`src/rtl/ifu_fetch_redirect_pkg.sv`:
```
`default_nettype none
// ============================================================================
// Module      : ifu_fetch_redirect_pkg
// Description : Shared fetch-unit definitions. Fetch state encoding, default
//               reset PC, sequential PC step and instruction width.
// Revision    : 1.0 - initial release
// ============================================================================
package ifu_fetch_redirect_pkg;

  localparam int unsigned XLEN             = 32;
  localparam int unsigned INST_W           = 32;
  localparam logic [XLEN-1:0] RESET_PC_DEFAULT = 32'h0000_0000;
  localparam int unsigned PC_INC_DEFAULT   = 4;

  // Fetch controller states
  typedef enum logic [1:0] {
    ST_IDLE  = 2'd0,
    ST_FETCH = 2'd1,
    ST_WAIT  = 2'd2,
    ST_KILL  = 2'd3
  } fetch_state_e;

  // Force a redirect target onto a word boundary
  function automatic logic [XLEN-1:0] word_align(input logic [XLEN-1:0] addr);
    return {addr[XLEN-1:2], 2'b00};
  endfunction

endpackage : ifu_fetch_redirect_pkg
`default_nettype wire

```
`src/rtl/ifu_inst_buf.sv`:
```
`default_nettype none
// ============================================================================
// Module      : ifu_inst_buf
// Description : Single-entry instruction buffer between fetch and decode.
//               Flush beats fill, fill beats drain, so a refill on the
//               draining edge keeps the entry valid.
// Revision    : 1.0 - initial release
// ============================================================================
module ifu_inst_buf
  import ifu_fetch_redirect_pkg::*;
(
  input  logic              i_clk,
  input  logic              i_rst_n,
  input  logic              i_fill,
  input  logic              i_drain,
  input  logic              i_flush,
  input  logic [INST_W-1:0] i_inst,
  input  logic [XLEN-1:0]   i_pc,
  output logic              o_inst_valid,
  output logic [INST_W-1:0] o_inst,
  output logic [XLEN-1:0]   o_inst_pc
);

  logic              valid_q;
  logic [INST_W-1:0] inst_q;
  logic [XLEN-1:0]   pc_q;

  // Entry update: flush has priority, then fill, then drain
  always_ff @(posedge i_clk) begin
    if (!i_rst_n) begin
      valid_q <= 1'b0;
      inst_q  <= '0;
      pc_q    <= '0;
    end else if (i_flush) begin
      valid_q <= 1'b0;
    end else if (i_fill) begin
      valid_q <= 1'b1;
      inst_q  <= i_inst;
      pc_q    <= i_pc;
    end else if (i_drain) begin
      valid_q <= 1'b0;
    end
  end

  assign o_inst_valid = valid_q;
  assign o_inst       = inst_q;
  assign o_inst_pc    = pc_q;

endmodule : ifu_inst_buf
`default_nettype wire

```
`src/rtl/ifu_fetch_redirect.sv`:
```
`default_nettype none
// ============================================================================
// Module      : ifu_fetch_redirect
// Description : Fetch PC owner. Issues single-outstanding instruction bus
//               requests, squashes wrong-path responses after a redirect
//               from execute and buffers one instruction for decode.
// Revision    : 1.0 - initial release
// ============================================================================
module ifu_fetch_redirect
  import ifu_fetch_redirect_pkg::*;
#(
  parameter logic [31:0] RESET_PC = RESET_PC_DEFAULT,
  parameter int unsigned PC_INC   = PC_INC_DEFAULT
) (
  input  logic        i_clk,
  input  logic        i_rst_n,
  input  logic        i_jump_en,
  input  logic [31:0] i_jump_addr,
  output logic        o_ifetch_req,
  output logic [31:0] o_ifetch_addr,
  input  logic        i_ifetch_gnt,
  input  logic        i_ifetch_rvalid,
  input  logic [31:0] i_ifetch_rdata,
  output logic        o_inst_valid,
  output logic [31:0] o_inst,
  output logic [31:0] o_inst_pc,
  input  logic        i_inst_ready,
  output logic        o_flush,
  output logic        o_jump_misalign
);

  localparam logic [XLEN-1:0] PC_STEP = XLEN'(PC_INC);

  fetch_state_e    state_q;
  logic [XLEN-1:0] pc_q;
  logic [XLEN-1:0] pend_pc_q;
  logic            flush_q;
  logic            misalign_q;

  logic buf_fill;
  logic buf_drain;

  // A request only goes out when the buffer will have room for its response,
  // which is what keeps the WAIT-state fill from ever overwriting.
  assign o_ifetch_req  = (state_q == ST_FETCH) && (!o_inst_valid || i_inst_ready);
  assign o_ifetch_addr = pc_q;

  // A response landing on a redirect edge belongs to the old path
  assign buf_fill  = (state_q == ST_WAIT) && i_ifetch_rvalid && !i_jump_en;
  assign buf_drain = o_inst_valid && i_inst_ready;

  // Fetch FSM, PC tracking and registered redirect pulses
  always_ff @(posedge i_clk) begin
    if (!i_rst_n) begin
      state_q    <= ST_IDLE;
      pc_q       <= RESET_PC;
      pend_pc_q  <= '0;
      flush_q    <= 1'b0;
      misalign_q <= 1'b0;
    end else begin
      flush_q    <= i_jump_en;
      misalign_q <= i_jump_en && (i_jump_addr[1:0] != 2'b00);
      if (i_jump_en) begin
        pc_q <= word_align(i_jump_addr);
        case (state_q)
          ST_IDLE:  state_q <= ST_FETCH;
          // A grant on the redirect edge was for the old PC; its response must be dropped
          ST_FETCH: state_q <= (o_ifetch_req && i_ifetch_gnt) ? ST_KILL : ST_FETCH;
          ST_WAIT:  state_q <= i_ifetch_rvalid ? ST_FETCH : ST_KILL;
          ST_KILL:  state_q <= i_ifetch_rvalid ? ST_FETCH : ST_KILL;
          default:  state_q <= ST_IDLE;
        endcase
      end else begin
        case (state_q)
          ST_IDLE: state_q <= ST_FETCH;
          ST_FETCH: begin
            if (o_ifetch_req && i_ifetch_gnt) begin
              pend_pc_q <= pc_q;
              pc_q      <= pc_q + PC_STEP;
              state_q   <= ST_WAIT;
            end
          end
          ST_WAIT: if (i_ifetch_rvalid) state_q <= ST_FETCH;
          ST_KILL: if (i_ifetch_rvalid) state_q <= ST_FETCH;
          default: state_q <= ST_IDLE;
        endcase
      end
    end
  end

  assign o_flush         = flush_q;
  assign o_jump_misalign = misalign_q;

  ifu_inst_buf u_inst_buf (
    .i_clk        (i_clk),
    .i_rst_n      (i_rst_n),
    .i_fill       (buf_fill),
    .i_drain      (buf_drain),
    .i_flush      (i_jump_en),
    .i_inst       (i_ifetch_rdata),
    .i_pc         (pend_pc_q),
    .o_inst_valid (o_inst_valid),
    .o_inst       (o_inst),
    .o_inst_pc    (o_inst_pc)
  );

endmodule : ifu_fetch_redirect
`default_nettype wire

```
`config.mk`:
```
export PLATFORM = sky130hd
export DESIGN_NAME = ifu_fetch_redirect
export DESIGN_NICKNAME = d
export VERILOG_FILES = /design/src/rtl/ifu_fetch_redirect_pkg.sv /design/src/rtl/ifu_inst_buf.sv /design/src/rtl/ifu_fetch_redirect.sv
export SDC_FILE = /design/constraint.sdc
export NUM_CORES = 1
export LEC_CHECK = 0
export CORE_ASPECT_RATIO = 1.25
export CORE_MARGIN = 2
export CORE_UTILIZATION = 45
export DETAILED_ROUTE_END_ITERATION = 10
export GPL_TIMING_DRIVEN = 0
export PLACE_DENSITY = 0.78
export SYNTH_ARGS = -nofsm -noshare
export SYNTH_HDL_FRONTEND = slang
export SYNTH_SLANG_ARGS = --single-unit
```
`constraint.sdc`:
```
create_clock -name i_clk -period 2.93 [get_ports i_clk]
set_input_delay 0.586 -clock i_clk [delete_from_list [all_inputs] [get_ports i_clk]]
set_output_delay 0.586 -clock i_clk [all_outputs]
set_load 0.02 [all_outputs]
```
* Yosys cells after proc, flatten, opt, wreduce, memory -nomap -nowiden
Index checks and enable logic that the tools add are counted.
Storage, ports and cells: flip-flop bits (word level) 133, input bits 70, output and inout bits 100, word-level logic and storage cells 50
Operators by class: add/subtract/negate cells 1, equal/unequal tests 5, mux-type cells 12, bitwise gates (word level) 2, reductions and logical operators 21
Operator list (number):
- 32-bit 2-to-1 mux | 3
- 32-bit by 3-bit adder with 32-bit output (second input constant) | 1
- 2-bit case mux with 3 select lines | 2
- 2-bit 2-to-1 mux | 5
- 2-bit AND reduction | 4
- 2-bit nonzero test | 4
- 1-bit logical AND | 6
- 2-bit equality test (second input constant) | 2
- 2-bit OR reduction | 2
- 3-bit by 1-bit inequality test with 1-bit output (second input constant) | 1
- 3-bit by 2-bit inequality test with 1-bit output (second input constant) | 1
- 3-bit AND reduction | 1
- 2-bit by 1-bit equality test with 1-bit output (second input constant) | 1
- 1-bit logical NOT | 2
- 2-bit logical NOT | 1
- 1-bit 2-to-1 mux | 2
- 1-bit inverter | 2
- 1-bit logical OR | 1

* Longest topological paths before layout
word-level depth 7, mapped depth 7, depth with buffers taken out 6

* Modules after synthesis
Synthesis repeated with hierarchy kept, for this count alone.
Second synthesis, totals: cell total of the unflattened synthesis 673, area, all modules 5770.5 µm²
Modules (own cells, without submodules):
- ifu_fetch_redirect | times used 1, cells an instance 391, area an instance 3100.5 µm², seq. area each 1281.2 µm²
- ifu_inst_buf | times used 1, cells an instance 282, area an instance 2670.1 µm², seq. area each 1301.2 µm²

* Worst setup path before layout
OpenSTA, ideal clock, no wires.
path type flip-flop to flip-flop, start point register pc_q[5], in the netlist o_ifetch_addr[5], end point register pc_q[31], in the netlist o_ifetch_addr[31], setup time 0.122 ns, data arrival time 1.851 ns, data required time 2.808 ns, path slack 0.957 ns, cell stages (with the launch flop) 7, path buffers 1, period minus slack after synthesis 1.973 ns, path through dfxtp_1 -> nand4_1 -> or4_1 -> buf_6 -> nor3_2 -> mux2i_1 -> o21ai_1
On the way: cells in the longest elaborated chain, start to end 4
Ends and longest elaborated chain:
- from (decl) | RTL line ifu_fetch_redirect.sv:35 | logic [XLEN-1:0] pc_q;
- from (signal assigned) | RTL line ifu_fetch_redirect.sv:64 | pc_q <= word_align(i_jump_addr);
- from (signal assigned) | RTL line ifu_fetch_redirect.sv:79 | pc_q <= pc_q + PC_STEP;
- 32-bit by 3-bit adder with 32-bit output | RTL line ifu_fetch_redirect.sv:79
- 32-bit 2-to-1 mux | RTL line ifu_fetch_redirect.sv:77 | if (o_ifetch_req && i_ifetch_gnt) begin
- 32-bit 2-to-1 mux | RTL line ifu_fetch_redirect.sv:74 | case (state_q)
- 32-bit 2-to-1 mux | RTL line ifu_fetch_redirect.sv:63 | if (i_jump_en) begin
Every way passes these cells. The select of a mux whose other input is x is not followed. A chain may end at the register's enable or synchronous reset.

* Worst setup path in the final report
start point input port i_inst_ready, end point output port o_ifetch_req
On the way: cells in the longest elaborated chain, start to end 2
Ends and longest elaborated chain:
- from (decl) | RTL line ifu_fetch_redirect.sv:27 | input logic i_inst_ready,
- 1-bit logical OR | RTL line ifu_fetch_redirect.sv:45 | assign o_ifetch_req = (state_q == ST_FETCH) && (!o_inst_valid || i_inst_ready);
- 1-bit logical AND | RTL line ifu_fetch_redirect.sv:45
- to (decl) | RTL line ifu_fetch_redirect.sv:19 | output logic o_ifetch_req,
Every way passes these cells.

==> results_dict.tcl <==
set metrics [dict create \
    outcome "finished clean" \
    cts_buffers 17 \
    dp_hpwl_microns 10830 \
    dieArea_sq_mm 0.01248 \
    p_total_mw 4.122 \
    ir_drop_mv 0.3575 \
    synth_edf_count 0 \
    hold_class "flop to flop" \
    ios 170 \
    rsz0062_at_grt "no" \
    first_pass_iters 6 \
    rows 43 \
    post_cts_resized 0 \
    path_class "input port to primary output" \
    ys.warnings.count 0 \
    io_buffer_count 164 \
    max_slew_margin_pct 27.05 \
    wl_microns 14280 \
    worst-path-max-fanout 3 \
    drive_above_1_share_pct 4.964 \
    hold_buffers 0 \
    grt_overflow 0 \
    drc_errors 0 \
    cp-start-kind "input port" \
    cts_sinks 127 \
    clockRootBuffer "clkbuf_16" \
    cts.clk_slew.worst_paths_ps 50 \
    vias 4899 \
    tightest_slew_ps 1092 \
    start_util_pct 46.62 \
    ys.flop_type "dfxtp_1" \
    netlist.area_leader.share_pct 48.73 \
    min_period_over_period_pct 89.14 \
    finalNetCount 885 \
    worst_setup_path_end_kind "primary output" \
    detail-route-antenna-nets 0 \
    post_cts_buffers 0 \
    grt_pass1_wl_microns 23210 \
    die_h_microns 124.4 \
    antenna_found_initial 0 \
    finalCriticalPeriod_ps 2612 \
    fmax_ghz 0.3829 \
    grt.total_usage_pct 23.32 \
    coreArea_sq_mm 0.01119 \
    cts_max_level 4 \
    cp.required_ps 2340 \
    viasPerCell 5.098 \
    totalNegativeSetupSlack_ps 0 \
    syn_inst 628 \
    cts_buffer_depth 2 \
    drt_iter0_drc 193 \
    clk_latency_ps 410 \
    synth_area_leaders "dfxtp_1, nand2_1, a21boi_0" \
    grt_max_degree 17 \
    wl_per_cell_microns 14.86 \
    cts_tree "built" \
    gp_congestion 0.8389 \
    yosysTopAreaCell "dfxtp_1" \
    cp_data_arrival_time_ps 2030 \
    synth-seq-area-share_pct 48.73 \
    p_leak_nw 2.514 \
    cap_viol_max_count 0 \
    setup_viol 0 \
    hold_violations 0 \
    synthArstFlopShare_pct 0 \
    area_delta_synth_final_pct 45.23 \
    maxSlewViolCount 0 \
    syn_area_sq_mm 0.005218 \
    die_w_microns 100.3 \
    avgSynthCellArea_sq_um 8.308 \
    num_antenna_cells 0 \
    skew_ps 9.147 \
    synth.distinct_cells 38 \
    powerDensity_mw_per_mm2 544.0 \
    grt_pass1_vias 4836 \
    ys_ff_latch 127 \
]
## kinds of logic (layout without fill, tap and decap cells)
kind of cell             count (synthesis)  in the layout  synth area share [%]
XOR/XNOR                                26             26                 4.364
other                                    1              4               0.07187
AO/OA/AOI/OAI                          149            149                 19.33
multiplexers                             2              2                0.3837
buffers and inverters                   54            249                 4.317
AND/OR/NAND/NOR                        268            268                 22.57
adder cells (fa/ha/maj)                  1              1                0.2398
flip-flops                             127            127                 48.73
## layout by cell type, fill, tap and decap left out, types with 5 or more instances in the layout
| cell | n |
|---|---|
| xnor2_1 | 22 |
| nor3_1 | 7 |
| clkinv_2 | 5 |
| nand2_1 | 204 |
| nand3_1 | 10 |
| clkbuf_16 | 17 |
| o21ai_0 | 24 |
| clkdlybuf4s50_1 | 164 |
| a21boi_1 | 14 |
| clkbuf_8 | 5 |
| a21boi_0 | 80 |
| nor4_1 | 6 |
| nor4_2 | 6 |
| inv_1 | 8 |
| clkbuf_1 | 42 |
| nand4_1 | 9 |
| dfxtp_1 | 127 |
| a21oi_1 | 20 |
| nor2_1 | 8 |
## layout make-up
type                            count  area (sq um)
Clock buffer                       25         505.5
Sequential cell                   127          2542
Timing Repair Buffer              164          1642
Clock inverter                      6         32.53
Multi-Input combinational cell    450          2461
Fill cell                         954          3613
Tap cell                          135         168.9
Buffer                             46         195.2
Inverter                            8         30.03
## worst max-delay path, stage by stage
cell,delay [ps]
clkdlybuf4s50_1,500
nor2b_1,60
nor2_1,200
clkdlybuf4s50_1,680
## metrics by stage
| stage | worst slack [ps] | cells | utilization (%) | instance area [sq um] | hold slack (ps) |
|---|---|---|---|---|---|
| floorplan | 956.9 | 631 | - | 5229 | 431.0 |
| global placement | 147.1 | 930 | 62.90 | 7039 | 442.9 |
| detailed placement | 64.57 | 930 | 62.90 | 7039 | 448.4 |
| CTS | 321.9 | 961 | 67.71 | 7577 | 452.2 |
| global route | 305.4 | 961 | 67.71 | 7577 | 473.3 |
| finish | 318.1 | 961 | 67.71 | 7577 | 451.3 |
## report_power, final
group          switching, mW  total, mW  internal [mW]  leakage (nW)
combinational          0.176      0.383          0.207          1.21
clock                  0.724       1.90           1.18         0.269
sequential            0.0619       1.83           1.77          1.03
## registers in the layout, summed over array words and instances, names as in the netlist
name	count
state_q	2
o_ifetch_addr	30
u_inst_buf.o_inst	32
u_inst_buf.o_inst_pc	30
pend_pc_q	30
u_inst_buf.o_inst_valid	1
o_flush	1
o_jump_misalign	1
## worst paths after layout
check                       startpoint                                    to  slack [ps]  cells past startpoint
min reg2reg  pend_pc_q[6]$_SDFFE_PN0P_  u_inst_buf.o_inst_pc[6]$_SDFFE_PN0P_         450                      2
max                       i_inst_ready                          o_ifetch_req         320                      4
max reg2reg    state_q[0]$_SDFFE_PN0P_    u_inst_buf.o_inst[25]$_SDFFE_PN0P_         710                      5
min          pend_pc_q[6]$_SDFFE_PN0P_  u_inst_buf.o_inst_pc[6]$_SDFFE_PN0P_         450                      2
## layer usage
layer | global-route usage, % | share of wire, % | up-vias | routed length, microns
met4 | 9.831 | 2.7 | 0 | 387
met1 | 27.14 | 42 | 2238 | 5971
met2 | 40.86 | 51 | 168 | 7213
li1 | - | - | 2460 | -
met5 | 0 | 0 | - | 0
met3 | 4.770 | 5.0 | 33 | 709
## synth_stat cells (all sizes together), types with 2 or more instances
library cell / n
inv: 8
nand2b: 4
nand3: 10
buf: 7
dfxtp: 127
xnor2: 22
o211a: 3
nor2: 8
xor2: 4
a21oi: 20
or3: 2
o21ai: 28
a21boi: 94
and2: 2
nand4: 9
nor2b: 2
nor3: 8
mux2i: 2
nand2: 204
clkbuf: 39
nor4: 12
and4: 3
Note: power is estimated with default switching activity, not from simulation.
